File: src/rtl/axis_frame_len_stats.sv
// Frame-length statistics collector: accumulates per-interval frame counts and length
// stats, and publishes them as snapshots over a valid/ready handshake.
module axis_frame_len_stats #(
  parameter int LEN_WIDTH   = 16,
  parameter int COUNT_WIDTH = 32,
  parameter int BYTES_WIDTH = 48,
  parameter int MIN_LEN     = 64,
  parameter int MAX_LEN     = 1518
) (
  input  logic                   clk,
  input  logic                   rst,
  input  logic [LEN_WIDTH-1:0]   frame_len,
  input  logic                   frame_len_valid,
  input  logic                   snapshot_req,
  input  logic                   clear_on_snapshot,
  output logic [COUNT_WIDTH-1:0] stat_frames,
  output logic [BYTES_WIDTH-1:0] stat_bytes,
  output logic [LEN_WIDTH-1:0]   stat_min_len,
  output logic [LEN_WIDTH-1:0]   stat_max_len,
  output logic [COUNT_WIDTH-1:0] stat_runt,
  output logic [COUNT_WIDTH-1:0] stat_oversize,
  output logic                   stat_overrun,
  output logic                   stat_valid,
  input  logic                   stat_ready
);

  localparam logic [LEN_WIDTH-1:0] MinLenL = LEN_WIDTH'(MIN_LEN);
  localparam logic [LEN_WIDTH-1:0] MaxLenL = LEN_WIDTH'(MAX_LEN);

  logic [COUNT_WIDTH-1:0] frames_q, frames_d, runt_q, runt_d, over_q, over_d;
  logic [BYTES_WIDTH-1:0] bytes_q, bytes_d;
  logic [LEN_WIDTH-1:0]   minLen_q, minLen_d, maxLen_q, maxLen_d;
  logic                   pendDrop_q, pendDrop_d;
  logic [BYTES_WIDTH:0]   bytesSum;

  logic [COUNT_WIDTH-1:0] statFrames_q, statFrames_d, statRunt_q, statRunt_d;
  logic [COUNT_WIDTH-1:0] statOver_q, statOver_d;
  logic [BYTES_WIDTH-1:0] statBytes_q, statBytes_d;
  logic [LEN_WIDTH-1:0]   statMin_q, statMin_d, statMax_q, statMax_d;
  logic                   statOverrun_q, statOverrun_d, statValid_q, statValid_d;
  logic                   accept;

  function automatic logic [COUNT_WIDTH-1:0] satInc(input logic [COUNT_WIDTH-1:0] v);
    return (&v) ? v : v + COUNT_WIDTH'(1);
  endfunction

  // A snapshot can be taken whenever the output slot is empty or being drained this cycle
  assign accept = snapshot_req && (!statValid_q || stat_ready);

  // Live accumulators: optional interval restart first, so a coincident frame opens the new interval
  always_comb begin
    frames_d = frames_q;
    bytes_d  = bytes_q;
    minLen_d = minLen_q;
    maxLen_d = maxLen_q;
    runt_d   = runt_q;
    over_d   = over_q;
    bytesSum = '0;
    if (accept && clear_on_snapshot) begin
      frames_d = '0;
      bytes_d  = '0;
      minLen_d = '1;
      maxLen_d = '0;
      runt_d   = '0;
      over_d   = '0;
    end
    if (frame_len_valid) begin
      frames_d = satInc(frames_d);
      bytesSum = {1'b0, bytes_d} + (BYTES_WIDTH + 1)'(frame_len);
      bytes_d  = bytesSum[BYTES_WIDTH] ? '1 : bytesSum[BYTES_WIDTH-1:0];
      if (frame_len < minLen_d) minLen_d = frame_len;
      if (frame_len > maxLen_d) maxLen_d = frame_len;
      if (frame_len < MinLenL) runt_d = satInc(runt_d);
      if (frame_len > MaxLenL) over_d = satInc(over_d);
    end
  end

  // Published snapshot captures the pre-update live values and the drop history
  always_comb begin
    statFrames_d  = statFrames_q;
    statBytes_d   = statBytes_q;
    statMin_d     = statMin_q;
    statMax_d     = statMax_q;
    statRunt_d    = statRunt_q;
    statOver_d    = statOver_q;
    statOverrun_d = statOverrun_q;
    statValid_d   = statValid_q;
    pendDrop_d    = pendDrop_q;
    if (accept) begin
      statFrames_d  = frames_q;
      statBytes_d   = bytes_q;
      statMin_d     = minLen_q;
      statMax_d     = maxLen_q;
      statRunt_d    = runt_q;
      statOver_d    = over_q;
      statOverrun_d = pendDrop_q;
      statValid_d   = 1'b1;
      pendDrop_d    = 1'b0;
    end else begin
      if (snapshot_req) pendDrop_d = 1'b1;
      if (statValid_q && stat_ready) statValid_d = 1'b0;
    end
  end

  always_ff @(posedge clk) begin
    if (rst) begin
      frames_q      <= '0;
      bytes_q       <= '0;
      minLen_q      <= '1;
      maxLen_q      <= '0;
      runt_q        <= '0;
      over_q        <= '0;
      pendDrop_q    <= 1'b0;
      statFrames_q  <= '0;
      statBytes_q   <= '0;
      statMin_q     <= '0;
      statMax_q     <= '0;
      statRunt_q    <= '0;
      statOver_q    <= '0;
      statOverrun_q <= 1'b0;
      statValid_q   <= 1'b0;
    end else begin
      frames_q      <= frames_d;
      bytes_q       <= bytes_d;
      minLen_q      <= minLen_d;
      maxLen_q      <= maxLen_d;
      runt_q        <= runt_d;
      over_q        <= over_d;
      pendDrop_q    <= pendDrop_d;
      statFrames_q  <= statFrames_d;
      statBytes_q   <= statBytes_d;
      statMin_q     <= statMin_d;
      statMax_q     <= statMax_d;
      statRunt_q    <= statRunt_d;
      statOver_q    <= statOver_d;
      statOverrun_q <= statOverrun_d;
      statValid_q   <= statValid_d;
    end
  end

  assign stat_frames   = statFrames_q;
  assign stat_bytes    = statBytes_q;
  assign stat_min_len  = statMin_q;
  assign stat_max_len  = statMax_q;
  assign stat_runt     = statRunt_q;
  assign stat_oversize = statOver_q;
  assign stat_overrun  = statOverrun_q;
  assign stat_valid    = statValid_q;

endmodule

File: config.mk
export PLATFORM = sky130hd
export DESIGN_NAME = axis_frame_len_stats
export DESIGN_NICKNAME = d
export VERILOG_FILES = /design/src/rtl/axis_frame_len_stats.sv
export SDC_FILE = /design/constraint.sdc
export NUM_CORES = 1
export LEC_CHECK = 0
export CAP_MARGIN = 25
export CORE_MARGIN = 2
export CORE_UTILIZATION = 40
export DETAILED_ROUTE_END_ITERATION = 7
export MAX_ROUTING_LAYER = met4
export PLACE_DENSITY_LB_ADDON = 0.12
export SLEW_MARGIN = 10
export SYNTH_ARGS = -nofsm -noshare
export SYNTH_HDL_FRONTEND = slang
export SYNTH_SLANG_ARGS = --single-unit
export TNS_END_PERCENT = 10
File: constraint.sdc
create_clock -name clk -period 4.59 [get_ports clk]
set_input_delay 0.459 -clock clk [delete_from_list [all_inputs] [get_ports clk]]
set_output_delay 0.459 -clock clk [all_outputs]
set_load 0.01 [all_outputs]
==> impl_metrics.json <==
{
  "drt-initial-drc-count": 698,
  "dpl.cell_count": 2589,
  "slowest_stage": "clkdlybuf4s50_1",
  "status": "completed",
  "htreeDepth": 2,
  "grt_pass1_vias": 13200,
  "grt.overflow.total": 0,
  "root_buffer": "clkbuf_16",
  "rows": 72,
  "syn-num-nets": 2025,
  "fin_skew_ns": 0.00926,
  "grt_max_degree": 117,
  "core_area_mm2": 0.0386,
  "dp_slack_ns": 0.224,
  "topRoutingLayerUsed": "met4",
  "first_pass_iters": 5,
  "crit_path_end_kind": "register",
  "leakagePower_nw": 6.85,
  "ys_warn_count": 0,
  "io_buffers": 199,
  "drc": 0,
  "syn2layout_area_growth_pct": 24.2,
  "via_count": 13700,
  "max-cap-violations": 0,
  "synth.distinct_cells": 67,
  "layout_commonest_cell": "nand2_1",
  "routed-wl-met3_mm": 1.60,
  "fin_cells": 2660,
  "place_hpwl_mm": 28.7,
  "wire_per_inst_um": 15.9,
  "worst_slack_ns": 0.804,
  "synth_edf_count": 0,
  "place_congestion": 0.840,
  "r2r_cells": 14,
  "grt_pass1_wl_mm": 68.6,
  "cts_setup_buffers": 0,
  "syn_avg_cell_area_um2": 8.01,
  "clk_latency_ns": 0.57,
  "final-setup-viol-count": 0,
  "ir_drop_mv": 0.254,
  "tightest_slew_ns": 0.994,
  "final_cell_mix": "nand2_1 (484), dfxtp_1 (355), a21oi_1 (237)",
  "totalWireLength_mm": 42.2,
  "max-slew-margin-rel_pct": 33.8,
  "postSynthCellCount": 1952,
  "nFillCells": 3831,
  "ios": 200,
  "seq_area_mm2": 0.00711,
  "hp-class": "register to register",
  "path_clk_slew_ns": 0.06,
  "vias_per_cell": 5.15,
  "met2_length_mm": 19.7,
  "yosysSeqAreaShare_pct": 45.4,
  "antenna_found_initial": 1,
  "path_class": "input pin to register",
  "ys.flop_type": "dfxtp_1",
  "tritoncts": "done",
  "clockBufferDepth": 3,
  "antenna_cells": 0,
  "rsz0062_at_grt": "no",
  "post_cts_resized": 0,
  "start_util_pct": 40.5,
  "start_kind": "input pin",
  "fin_crit_sh_pct": 82.5,
  "cp_cell_sequence": "clkdlybuf4s50_1 > nand2b_1 > nand3_4 > and2_1 > ha_1 > fa_1 > a21o_1 > a221oi_2 > o21bai_1 > a31oi_1 > o21ai_1 > nand3_1 > or2_1 > buf_4 > o21ai_0",
  "cp_data_arrival_time_ns": 4.21,
  "die_area_mm2": 0.0407,
  "drv_slew": 0,
  "cp.required_ns": 5.02,
  "hold_buffers": 0,
  "wl_met1_mm": 20.2,
  "fin_crit_ns": 3.79,
  "die_w_um": 202,
  "ant_nets": 0,
  "multiInputGateArea_mm2": 0.00803,
  "layout-drive-gt1-share_pct": 5.98,
  "max_freq_ghz": 0.264,
  "grtUsageTotal_pct": 21.2,
  "hold_viol": 0,
  "cpPeakStageDelay_ns": 0.48,
  "stdcell_area_mm2": 0.0194,
  "syn_area_mm2": 0.0156,
  "synth_seq_cells": 355,
  "die_y_um": 202,
  "setup-tns-final_ns": 0,
  "cts.sinks": 355,
  "finalNetCount": 2187,
  "powerDensity_mw_per_mm2": 361,
  "cts_buffers": 40,
  "place_area_mm2": 0.0181,
  "crit_path_max_fanout": 16,
  "holdPathStages": 2,
  "synthArstFlopShare_pct": 0
}
state kept, by name (all words and copies together) (netlist names):
register and flops:
stat_frames 32, stat_min_len 16, minLen_q 16, stat_runt 32, pendDrop_q 1, stat_overrun 1
over_q 32, stat_bytes 48, stat_max_len 16, stat_oversize 32, runt_q 32, frames_q 32
maxLen_q 16, stat_valid 1, bytes_q 48
synth_stat cells, types with 6 or more instances:
cell	number	share of area (%)
nand2_1	485	12
dfxtp_1	355	45
a21oi_1	237	7.6
nor2_1	188	4.5
clkbuf_1	90	2.2
nand3_1	75	2.4
xor2_1	64	3.6
xnor2_1	53	3.0
ha_1	50	4.0
nand4_1	45	1.8
o21ai_0	40	1.3
and2_1	32	1.3
a211oi_1	20	0.96
and3_1	20	0.80
mux2i_1	19	1.2
nor3_1	19	0.61
inv_1	15	0.36
or3_1	13	0.52
a21o_1	12	0.58
and4_1	10	0.56
buf_1	10	0.24
nor4_1	8	0.32
o2111ai_1	7	0.39
nor2b_1	6	0.24
worst max-delay path, delay by kind of cell:
| kind | cells | cell delay (ns) |
|---|---|---|
| fa+ha+maj | 2 | 0.61 |
| buf+inv | 2 | 0.64 |
| compound gates | 6 | 1.31 |
| simple gates | 5 | 1.17 |
area by class of cell:
cell class                 instances  share of cell area (%)
tap                              518                    3.33
clock inverter                    18                   0.933
sequential                       355                    36.6
timing repair buffer             230                    11.8
clock buffer                      52                    5.80
multi-input combinational       1472                    41.3
inverter                          15                   0.290
report_power, final:
part           total, mW  leakage, nW  internal [mW]  switching (mW)
Combinational      0.624         3.32          0.228           0.397
Sequential          3.19         2.88           3.14          0.0420
Clock               3.21        0.649           1.90            1.31
Total               7.02         6.85           5.27            1.75
kinds of logic (layout without fill, tap and decap cells):
kind of cell,count (synthesis),in the layout,synth area share (%)
and+or+nand+nor,933,933,26.5
DFF,355,355,45.4
adders and majority gates,51,51,4.13
buffers and inverters,125,315,3.50
AOI/OAI and AO/OA,352,352,12.7
xor gates and xnor gates,117,117,6.55
muxes,19,19,1.22
worst paths after layout:
kind                                                 start                          to  slack (ns)
worst max-delay path                            stat_ready      bytes_q[46]$_SDFF_PP0_        0.80
worst min-delay path            stat_runt[18]$_SDFFE_PP0P_  stat_runt[18]$_SDFFE_PP0P_        0.45
worst max register to register     stat_valid$_SDFFE_PP0P_      bytes_q[46]$_SDFF_PP0_        0.91
worst min register to register  stat_runt[18]$_SDFFE_PP0P_  stat_runt[18]$_SDFFE_PP0P_        0.45
per-layer routing:
layer	global-route usage, %	vias up
li1	-	6923
met1	27.3	6476
met2	34.7	236
met3	3.51	53
met4	5.20	0
met5	-	-
metrics by stage:
stage	power, mW	hold WS [ns]	utilization (%)
finish	7.02	0.452	50.3
global route	7.29	0.471	50.3
CTS	7.10	0.454	50.2
detailed placement	3.88	0.443	46.9
global placement	3.87	0.444	46.8
floorplan	3.65	0.427	-
Power figures use the tool's default switching activity.
